## src/rtl/seg7_scanner.sv

```systemverilog
// seg7_scanner: multiplexed hex 7-segment driver with a per-frame shadow register
// and optional leading-zero blanking. All display outputs are registered and
// change together, so an enable never pairs with another digit's segments.
module seg7_scanner #(
  parameter int unsigned DIGITS   = 8,
  parameter int unsigned SCAN_DIV = 100000,
  parameter int unsigned LZ_BLANK = 1
) (
  input  logic                  clk,
  input  logic                  rst,
  input  logic                  start,
  input  logic                  blank,
  input  logic                  load,
  input  logic [4*DIGITS-1:0]   value_in,
  input  logic [DIGITS-1:0]     dp_in,
  output logic [DIGITS-1:0]     led_en,
  output logic [6:0]            seg,
  output logic                  led_dp,
  output logic                  scanning
);

  localparam int unsigned VW = 4 * DIGITS;
  localparam int unsigned IW = (DIGITS > 1) ? $clog2(DIGITS) : 1;
  localparam int unsigned CW = $clog2(SCAN_DIV);

  typedef enum logic {IDLE, SCAN} state_t;

  state_t            state_q, state_d;
  logic [VW-1:0]     disp_val_q, disp_val_d;
  logic [DIGITS-1:0] disp_dp_q, disp_dp_d;
  logic [VW-1:0]     sh_val_q, sh_val_d;
  logic [DIGITS-1:0] sh_dp_q, sh_dp_d;
  logic [IW-1:0]     idx_q, idx_d;
  logic [CW-1:0]     cnt_q, cnt_d;
  logic [DIGITS-1:0] led_en_d;
  logic [6:0]        seg_d;
  logic              led_dp_d;
  logic              scanning_d;
  logic [3:0]        nib;
  logic              lz;

  // Hex nibble to active-low gfedcba pattern
  function automatic logic [6:0] hex_seg(input logic [3:0] n);
    logic [6:0] s;
    case (n)
      4'h0: s = 7'h40;
      4'h1: s = 7'h79;
      4'h2: s = 7'h24;
      4'h3: s = 7'h30;
      4'h4: s = 7'h19;
      4'h5: s = 7'h12;
      4'h6: s = 7'h02;
      4'h7: s = 7'h78;
      4'h8: s = 7'h00;
      4'h9: s = 7'h18;
      4'hA: s = 7'h08;
      4'hB: s = 7'h03;
      4'hC: s = 7'h27;
      4'hD: s = 7'h21;
      4'hE: s = 7'h06;
      default: s = 7'h0E;
    endcase
    return s;
  endfunction

  // True when digit k and every digit above it are zero (digit 0 never qualifies)
  function automatic logic lead_zero(input logic [VW-1:0] v, input logic [IW-1:0] k);
    logic nz;
    nz = 1'b0;
    for (int unsigned j = 0; j < DIGITS; j++) begin
      if (j >= 32'(k) && v[4*j +: 4] != 4'h0) nz = 1'b1;
    end
    return (k != '0) && !nz;
  endfunction

  // Next-state, datapath and next-output logic
  always_comb begin
    state_d    = state_q;
    disp_val_d = disp_val_q;
    disp_dp_d  = disp_dp_q;
    sh_val_d   = sh_val_q;
    sh_dp_d    = sh_dp_q;
    idx_d      = idx_q;
    cnt_d      = cnt_q;
    led_en_d   = '1;
    seg_d      = 7'h7F;
    led_dp_d   = 1'b1;
    scanning_d = 1'b0;
    nib        = 4'h0;
    lz         = 1'b0;

    if (blank) begin
      state_d = IDLE;
    end else if (start) begin
      state_d    = SCAN;
      disp_val_d = value_in;
      disp_dp_d  = dp_in;
      sh_val_d   = value_in;
      sh_dp_d    = dp_in;
      idx_d      = '0;
      cnt_d      = '0;
    end else begin
      case (state_q)
        SCAN: begin
          if (cnt_q == CW'(SCAN_DIV - 1)) begin
            cnt_d = '0;
            if (idx_q == IW'(DIGITS - 1)) begin
              // Frame boundary: pick up the latest shadow contents coherently
              idx_d      = '0;
              disp_val_d = sh_val_q;
              disp_dp_d  = sh_dp_q;
            end else begin
              idx_d = idx_q + IW'(1);
            end
          end else begin
            cnt_d = cnt_q + CW'(1);
          end
        end
        default: ;
      endcase
      if (load) begin
        sh_val_d = value_in;
        sh_dp_d  = dp_in;
      end
    end

    if (state_d == SCAN) begin
      scanning_d = 1'b1;
      nib        = disp_val_d[4*32'(idx_d) +: 4];
      lz         = (LZ_BLANK != 0) && lead_zero(disp_val_d, idx_d);
      if (!lz) begin
        led_en_d = ~(DIGITS'(1) << idx_d);
        seg_d    = hex_seg(nib);
        led_dp_d = ~disp_dp_d[idx_d];
      end
    end
  end

  // State, datapath and output registers
  always_ff @(posedge clk or posedge rst) begin
    if (rst) begin
      state_q    <= IDLE;
      disp_val_q <= '0;
      disp_dp_q  <= '0;
      sh_val_q   <= '0;
      sh_dp_q    <= '0;
      idx_q      <= '0;
      cnt_q      <= '0;
      led_en     <= '1;
      seg        <= 7'h7F;
      led_dp     <= 1'b1;
      scanning   <= 1'b0;
    end else begin
      state_q    <= state_d;
      disp_val_q <= disp_val_d;
      disp_dp_q  <= disp_dp_d;
      sh_val_q   <= sh_val_d;
      sh_dp_q    <= sh_dp_d;
      idx_q      <= idx_d;
      cnt_q      <= cnt_d;
      led_en     <= led_en_d;
      seg        <= seg_d;
      led_dp     <= led_dp_d;
      scanning   <= scanning_d;
    end
  end

endmodule
```

## config.mk

```make
export PLATFORM = sky130hd
export DESIGN_NAME = seg7_scanner
export DESIGN_NICKNAME = d
export VERILOG_FILES = /design/src/rtl/seg7_scanner.sv
export SDC_FILE = /design/constraint.sdc
export NUM_CORES = 1
export LEC_CHECK = 0
export ABC_AREA = 1
export BUFFER_PORTS_ARGS = -buffer_cell sky130_fd_sc_hd__buf_2
export CAP_MARGIN = 20
export CORE_ASPECT_RATIO = 0.5
export CORE_MARGIN = 1
export CORE_UTILIZATION = 47
export CTS_CLUSTER_SIZE = 14
export DETAILED_ROUTE_END_ITERATION = 6
export PLACE_DENSITY = 0.66
export SKIP_LAST_GASP = 1
export SLEW_MARGIN = 0
export SYNTH_ARGS = -nofsm -noshare
export SYNTH_HDL_FRONTEND = slang
export SYNTH_SLANG_ARGS = --single-unit
export TNS_END_PERCENT = 20
```

## constraint.sdc

```tcl
create_clock -name clk -period 4.5 [get_ports clk]
set_input_delay 0.225 -clock clk [delete_from_list [all_inputs] [get_ports clk]]
set_output_delay 0.225 -clock clk [all_outputs]
set_load 0.02 [all_outputs]
```

# ---- After elaboration in Yosys (flattened, before gate mapping)
# Memories as Yosys holds them, arrays and structs flattened.
# Cells that the tools add are included.
dict set report word_totals {
  ff_bits 118
  romBits 112
  in_bits 45
  out_inout_bits 17
  wordCells 93
  mem_count 1
}
dict set report classes {
  addsub 2
  order_cmp 8
  n_eq_ne 2
  n_shift 2
  n_mux 42
  bitwise 3
  reduce_logical 22
}
# name words word_bits rd rd_clocked_by_memory_dff wr line_no
set memory_table {}
lappend memory_table {{(no name shown)} 16 7 1 0 0 45} ;# case (n)
# cell n
set ops {}
lappend ops {{two-way mux 32 bit} 7}
lappend ops {{two-way mux 8 bit} 9}
lappend ops {{two-way mux 17 bit} 3}
lappend ops {{nonzero test 4 bit} 8}
lappend ops {{variable part select 32 x 6 -> 4 bit} 1}
lappend ops {{adder 17 x 1 -> 17 bit, second input constant} 1}
lappend ops {{equality test 17 bit, second input constant} 1}
lappend ops {{two-way mux 1 bit} 15}
lappend ops {{two-way mux 3 bit} 5}
lappend ops {{two-way mux 7 bit} 2}
lappend ops {{greater-or-equal comparator 3 bit, first input constant} 3}
lappend ops {{logical AND 1 bit} 8}
lappend ops {{inverter 8 bit} 1}
lappend ops {{<< shifter 1 x 3 -> 8 bit, first input constant} 1}
lappend ops {{greater-or-equal comparator 1 x 3 -> 1 bit, first input constant} 2}
lappend ops {{greater-or-equal comparator 2 x 3 -> 1 bit, first input constant} 2}
lappend ops {{< comparator 3 x 4 -> 1 bit, second input constant} 1}
lappend ops {{AND reduction 2 bit} 2}
lappend ops {{nonzero test 2 bit} 2}
lappend ops {{adder 3 x 1 -> 3 bit, second input constant} 1}
lappend ops {{binary-select mux 1 bit (select 3 bit)} 1}
lappend ops {{equality test 3 bit, second input constant} 1}
lappend ops {{nonzero test 3 bit} 1}
lappend ops {{inverter 1 bit} 2}
lappend ops {{logical NOT 1 bit} 1}

# ---- Logic depth before layout (Yosys ltp)
dict set report logic_depth {
  depth_word 21
  depth_mapped 22
  depth_no_buf 22
}

# ---- Worst setup path after synthesis
# No wires, ideal clock.
dict set report synth_timing {
  kind {register to register}
  from {reg idx_q[0]}
  to {reg seg[3]}
  setup_ps 64
  t_arrival_ps 2479
  required_ps 4436
  slack_ps 1957
  path_stages_with_launch 21
  n_path_buf 1
  period_less_slack_ps 2543
  cell_sequence {dfrtp_1 > ha_1 > ha_1 > nand2_1 > clkinv_1 > nand3_4 > buf_2 > nand2_1 > nand3_1 > nand2_1 > inv_1 > nor2_1 > nor2_1 > nand3_1 > nand2_1 > ha_1 > inv_1 > nand2_1 > nand2_1 > nand2_1 > nand3_1}
}
dict set report synth_between {
  elab_cells_between_ends 50
  classes_between {1 x add/sub; 7 x order compare; 1 x eq/ne; 1 x shift; 21 x mux; 18 x reduce/logical; 1 x memory}
}
# item line_no
set synth_rtl {}
lappend synth_rtl {{start, declared} 33} ;# logic [IW-1:0] idx_q, idx_d;
lappend synth_rtl {{start signal, assigned} 159} ;# idx_q <= idx_d;
lappend synth_rtl {{equality test 3 bit (*)} 107} ;# if (idx_q == IW'(DIGITS - 1)) begin
lappend synth_rtl {{two-way mux 32 bit (*)} 107}
lappend synth_rtl {{two-way mux 32 bit (*)} 105} ;# if (cnt_q == CW'(SCAN_DIV - 1)) begin
lappend synth_rtl {{two-way mux 32 bit (*)} 103} ;# case (state_q)
lappend synth_rtl {{two-way mux 32 bit (*)} 94} ;# end else if (start) begin
lappend synth_rtl {{two-way mux 32 bit (*)} 92} ;# if (blank) begin
lappend synth_rtl {{named net disp_val_d[28]} 29} ;# logic [VW-1:0] disp_val_q, disp_val_d;
lappend synth_rtl {{parallel branches: the longest is 5 deep, another holds memory read (16 x 7 bit)} n/a}
lappend synth_rtl {{two-way mux 7 bit (*)} 131} ;# if (!lz) begin
lappend synth_rtl {{two-way mux 7 bit (*)} 127} ;# if (state_d == SCAN) begin
lappend synth_rtl {{named net seg_d[3]} 36} ;# logic [6:0] seg_d;
lappend synth_rtl {{end signal, assigned} 162} ;# seg <= seg_d;
lappend synth_rtl {{end, declared} 17} ;# output logic [6:0] seg,
# Mark *: on every way through the listed nets, which the timed path passes. The select of a mux whose other input is x is not followed.
# A chain may end at the register's enable or synchronous reset.

# ---- Worst setup path after layout
dict set report layout_timing {
  from {reg cnt_q[0]}
  to {reg seg[5]}
}
dict set report layout_between {
  elab_cells_between_ends 47
  classes_between {7 x order compare; 1 x eq/ne; 1 x shift; 19 x mux; 18 x reduce/logical; 1 x memory}
}
# item line_no
set layout_rtl {}
lappend layout_rtl {{start, declared} 34} ;# logic [CW-1:0] cnt_q, cnt_d;
lappend layout_rtl {{start signal, assigned} 160} ;# cnt_q <= cnt_d;
lappend layout_rtl {{equality test 17 bit (*)} 105}
lappend layout_rtl {{two-way mux 32 bit (*)} 105}
lappend layout_rtl {{two-way mux 32 bit (*)} 103}
lappend layout_rtl {{two-way mux 32 bit (*)} 94}
lappend layout_rtl {{two-way mux 32 bit (*)} 92}
lappend layout_rtl {{named net disp_val_d[17]} 29}
lappend layout_rtl {{parallel branches: the longest is 9 deep, another holds memory read (16 x 7 bit)} n/a}
lappend layout_rtl {{two-way mux 7 bit (*)} 131}
lappend layout_rtl {{two-way mux 7 bit (*)} 127}
lappend layout_rtl {{named net seg_d[5]} 36}
# Marks and branches as above.

==> results.ini <==
[global_routing]
grt_antenna_before_repair = 0
gr-usage-met2_pct = 41.9
overflow = 0
grt_pass1_vias = 5907
grt_use_total_pct = 26.6
grt_pass1_wl_um = 29800
use_met1_pct = 37.8
gr-max-usage-layer = met2
grt_use_met3_pct = 4.80
grt_max_degree = 51

[synthesis]
synth.most_common_cell = nand2_1
ys_seq_elements = 117
synth_top_area_share_pct = 38.7
syn_area_um2 = 6530
syn_nets = 919
synthFlopType = dfrtp_1
ys_warn_count = 0
synth.distinct_cells = 44
avgSynthCellArea_um2 = 7.54
ys_top_cells_by_count = nand2_1 (208), inv_1 (135), dfrtp_1 (101)
seq_area_frac_synth_pct = 45.2
synth_edf_count = 0
synthCells = 866
async_reset_ff_share_pct = 100
synth_area_leaders = dfrtp_1 (39%), nand2_1 (12%), inv_1 (7.8%)
yosysTopAreaCell = dfrtp_1

[route]
drtPass1Iterations = 6
drtIter0Drc = 568
drc = 0
via_per_inst = 5.30
wirelength_um = 17800
ant_nets = 0
via_count = 5984
wire_per_inst_um = 15.8

[final_layout]
multi_input_area_um2 = 2920
n_fill_cell = 1301
antenna_cells = 0
fin_cells = 1130
nets = 980
syn_to_final_growth_pct = 16.9
design_area_um2 = 7630
drive_gt1_share_pct = 16.8
seq_area_um2 = 2950

[clocking]
cts_buffers = 17
cts_tree = yes
cts.path.max_buffers = 2
cts_htree_levels = 4
clk_pin_slew_ns = 0.06
cts_sinks = 117
clkLatencyLatePin_ns = 0.41
root_buffer = clkbuf_16
cts_resized = 0

[pwr]
max-vdd-ir-drop_uv = 248
powerDensity_nw_per_um2 = 402
leakagePower_nw = 3.88

[place]
gp_congestion = 0.913
portBuffers = 61
dp_hpwl_um = 12300
place_inst = 1099
placed_area_um2 = 7020

[sta]
tightestPinTransition_ns = 1.05
setup_viol = 0
fmax_ghz = 0.277
hold_viol = 0
skew_ns = 0.00892
slew_violations = 0
finalSetupTns_ns = 0
min_period_ns = 3.62
rsz0062_at_grt = no
relSlewSlack_pct = 29.5
period_share_pct = 80.3

[critical_path]
cp-start-kind = flip-flop
path_max_fanout = 45
required_ns = 4.82
endpoint_kind = flip-flop
crit_arrival_ns = 3.94
crit_type = flip-flop to flip-flop

[run_status]
status = finished clean

[run]
maxCapViolations = 0

[die]
die_w_um = 169
die_h_um = 85.3
rows = 30
core_area_um2 = 13600
die_area_um2 = 14400
ios = 62
initial_core_util_pct = 48.2

[min_path]
hold_class = primary input to flip-flop

[placed cells by master (no fill, tap or decap), drive strengths merged, types with 26 or more instances in the layout]
master,count
nand3,91
nand4,26
nand2,214
inv,141
nor2,103
dfrtp,101
a22oi,26
a21oi,30
o21ai,33
buf,71
[logic make-up (layout without fill, tap and decap cells)]
family                   after synthesis  after routing  synth area share, %
buffers and inverters                172            244                 10.3
AO/OA/AOI/OAI                        112            112                 10.7
AND/OR/NAND/NOR                      445            445                 30.2
adder cells (fa/ha/maj)                8              8                 1.53
multiplexers                          12             12                 2.05
flip-flops                           117            117                 45.2
[sequential cells by signal, summed over array words and instances (netlist names), 3 cells and up]
signal and cells:
sh_val_q 32, cnt_q 17, disp_val_q 32, disp_dp_q 8, seg 7, sh_dp_q 8
led_en 8, idx_q 3
[routing by layer]
| metal | vias up | part of all wire (%) |
|---|---|---|
| met2 | 200 | 44 |
| met3 | 16 | 5.4 |
| li1 | 2920 | - |
| met5 | - | 0 |
| met4 | 0 | 0.89 |
| met1 | 2848 | 49 |
[final cells by class]
| cell class | instances | share of cell area (%) |
|---|---|---|
| clock buffers | 21 | 6.17 |
| inverters | 142 | 7.02 |
| well taps | 192 | 3.15 |
| flip-flops and latches | 117 | 38.6 |
| clock inverters | 9 | 1.67 |
| repair buffers | 72 | 5.12 |
| multi-input cells | 577 | 38.2 |
[per-stage QoR]
step | worst slack (ns) | util (%) | hold WS [ns] | power, W
after CTS | 0.927 | 56.3 | 0.0602 | 0.00308
after global placement | 1.12 | 51.8 | 0.374 | 0.00167
final | 0.885 | 56.3 | 0.0677 | 0.00307
after global routing | 0.489 | 56.3 | 0.0663 | 0.00320
after floorplan | 1.20 | - | 0.376 | 0.00154
after detailed placement | 0.961 | 51.8 | 0.371 | 0.00168
[report_power, final]
group | leakage, nW | internal [W] | switching, W
logic | 2.19 | 0.000154 | 0.000304
registers | 1.41 | 0.00117 | 0.0000479
clock network | 0.287 | 0.000905 | 0.000486
total | 3.88 | 0.00223 | 0.000839
[final timing paths]
path,from,to,slack (ns),cells after the start
worst max-delay path,cnt_q[0]$_DFFE_PP0P_,seg[5]$_DFF_PP1_,0.88,21
worst min-delay path,dp_in[5],sh_dp_q[5]$_DFFE_PP0P_,0.07,2
worst max register to register,cnt_q[0]$_DFFE_PP0P_,seg[5]$_DFF_PP1_,0.88,21
worst min register to register,sh_dp_q[3]$_DFFE_PP0P_,sh_dp_q[3]$_DFFE_PP0P_,0.48,2
max in group asynchronous,rst,disp_val_q[5]$_DFF_PP0_,3.06,4
min in group asynchronous,rst,sh_val_q[15]$_DFFE_PP0P_,0.47,3
[worst max-delay path, cell delays in order (launching register included)]
cell and delay (ns):
dfrtp_1 0.36, ha_1 0.19, nand2_1 0.12, nor2_4 0.16
nand2_1 0.10, nor2_4 0.40, nand3_4 0.56, inv_2 0.29
nand2_1 0.08, nand3_1 0.07, nand2_1 0.08, inv_1 0.06
nor2_1 0.03, nor2_1 0.09, nand3_1 0.09, nand2_2 0.15
inv_1 0.10, ha_1 0.23, nand3_1 0.12, nand2_1 0.07
nand2_1 0.06, nand3_1 0.08
[timing repair]
| action | CTS | global route |
|---|---|---|
| setup endpoints to repair | 0 | 0 |
| hold buffers | 1 | 0 |
| setup buffers | 0 | 0 |
| hold endpoints to repair | 48 | 0 |
Note: power is estimated with default switching activity, not from simulation.
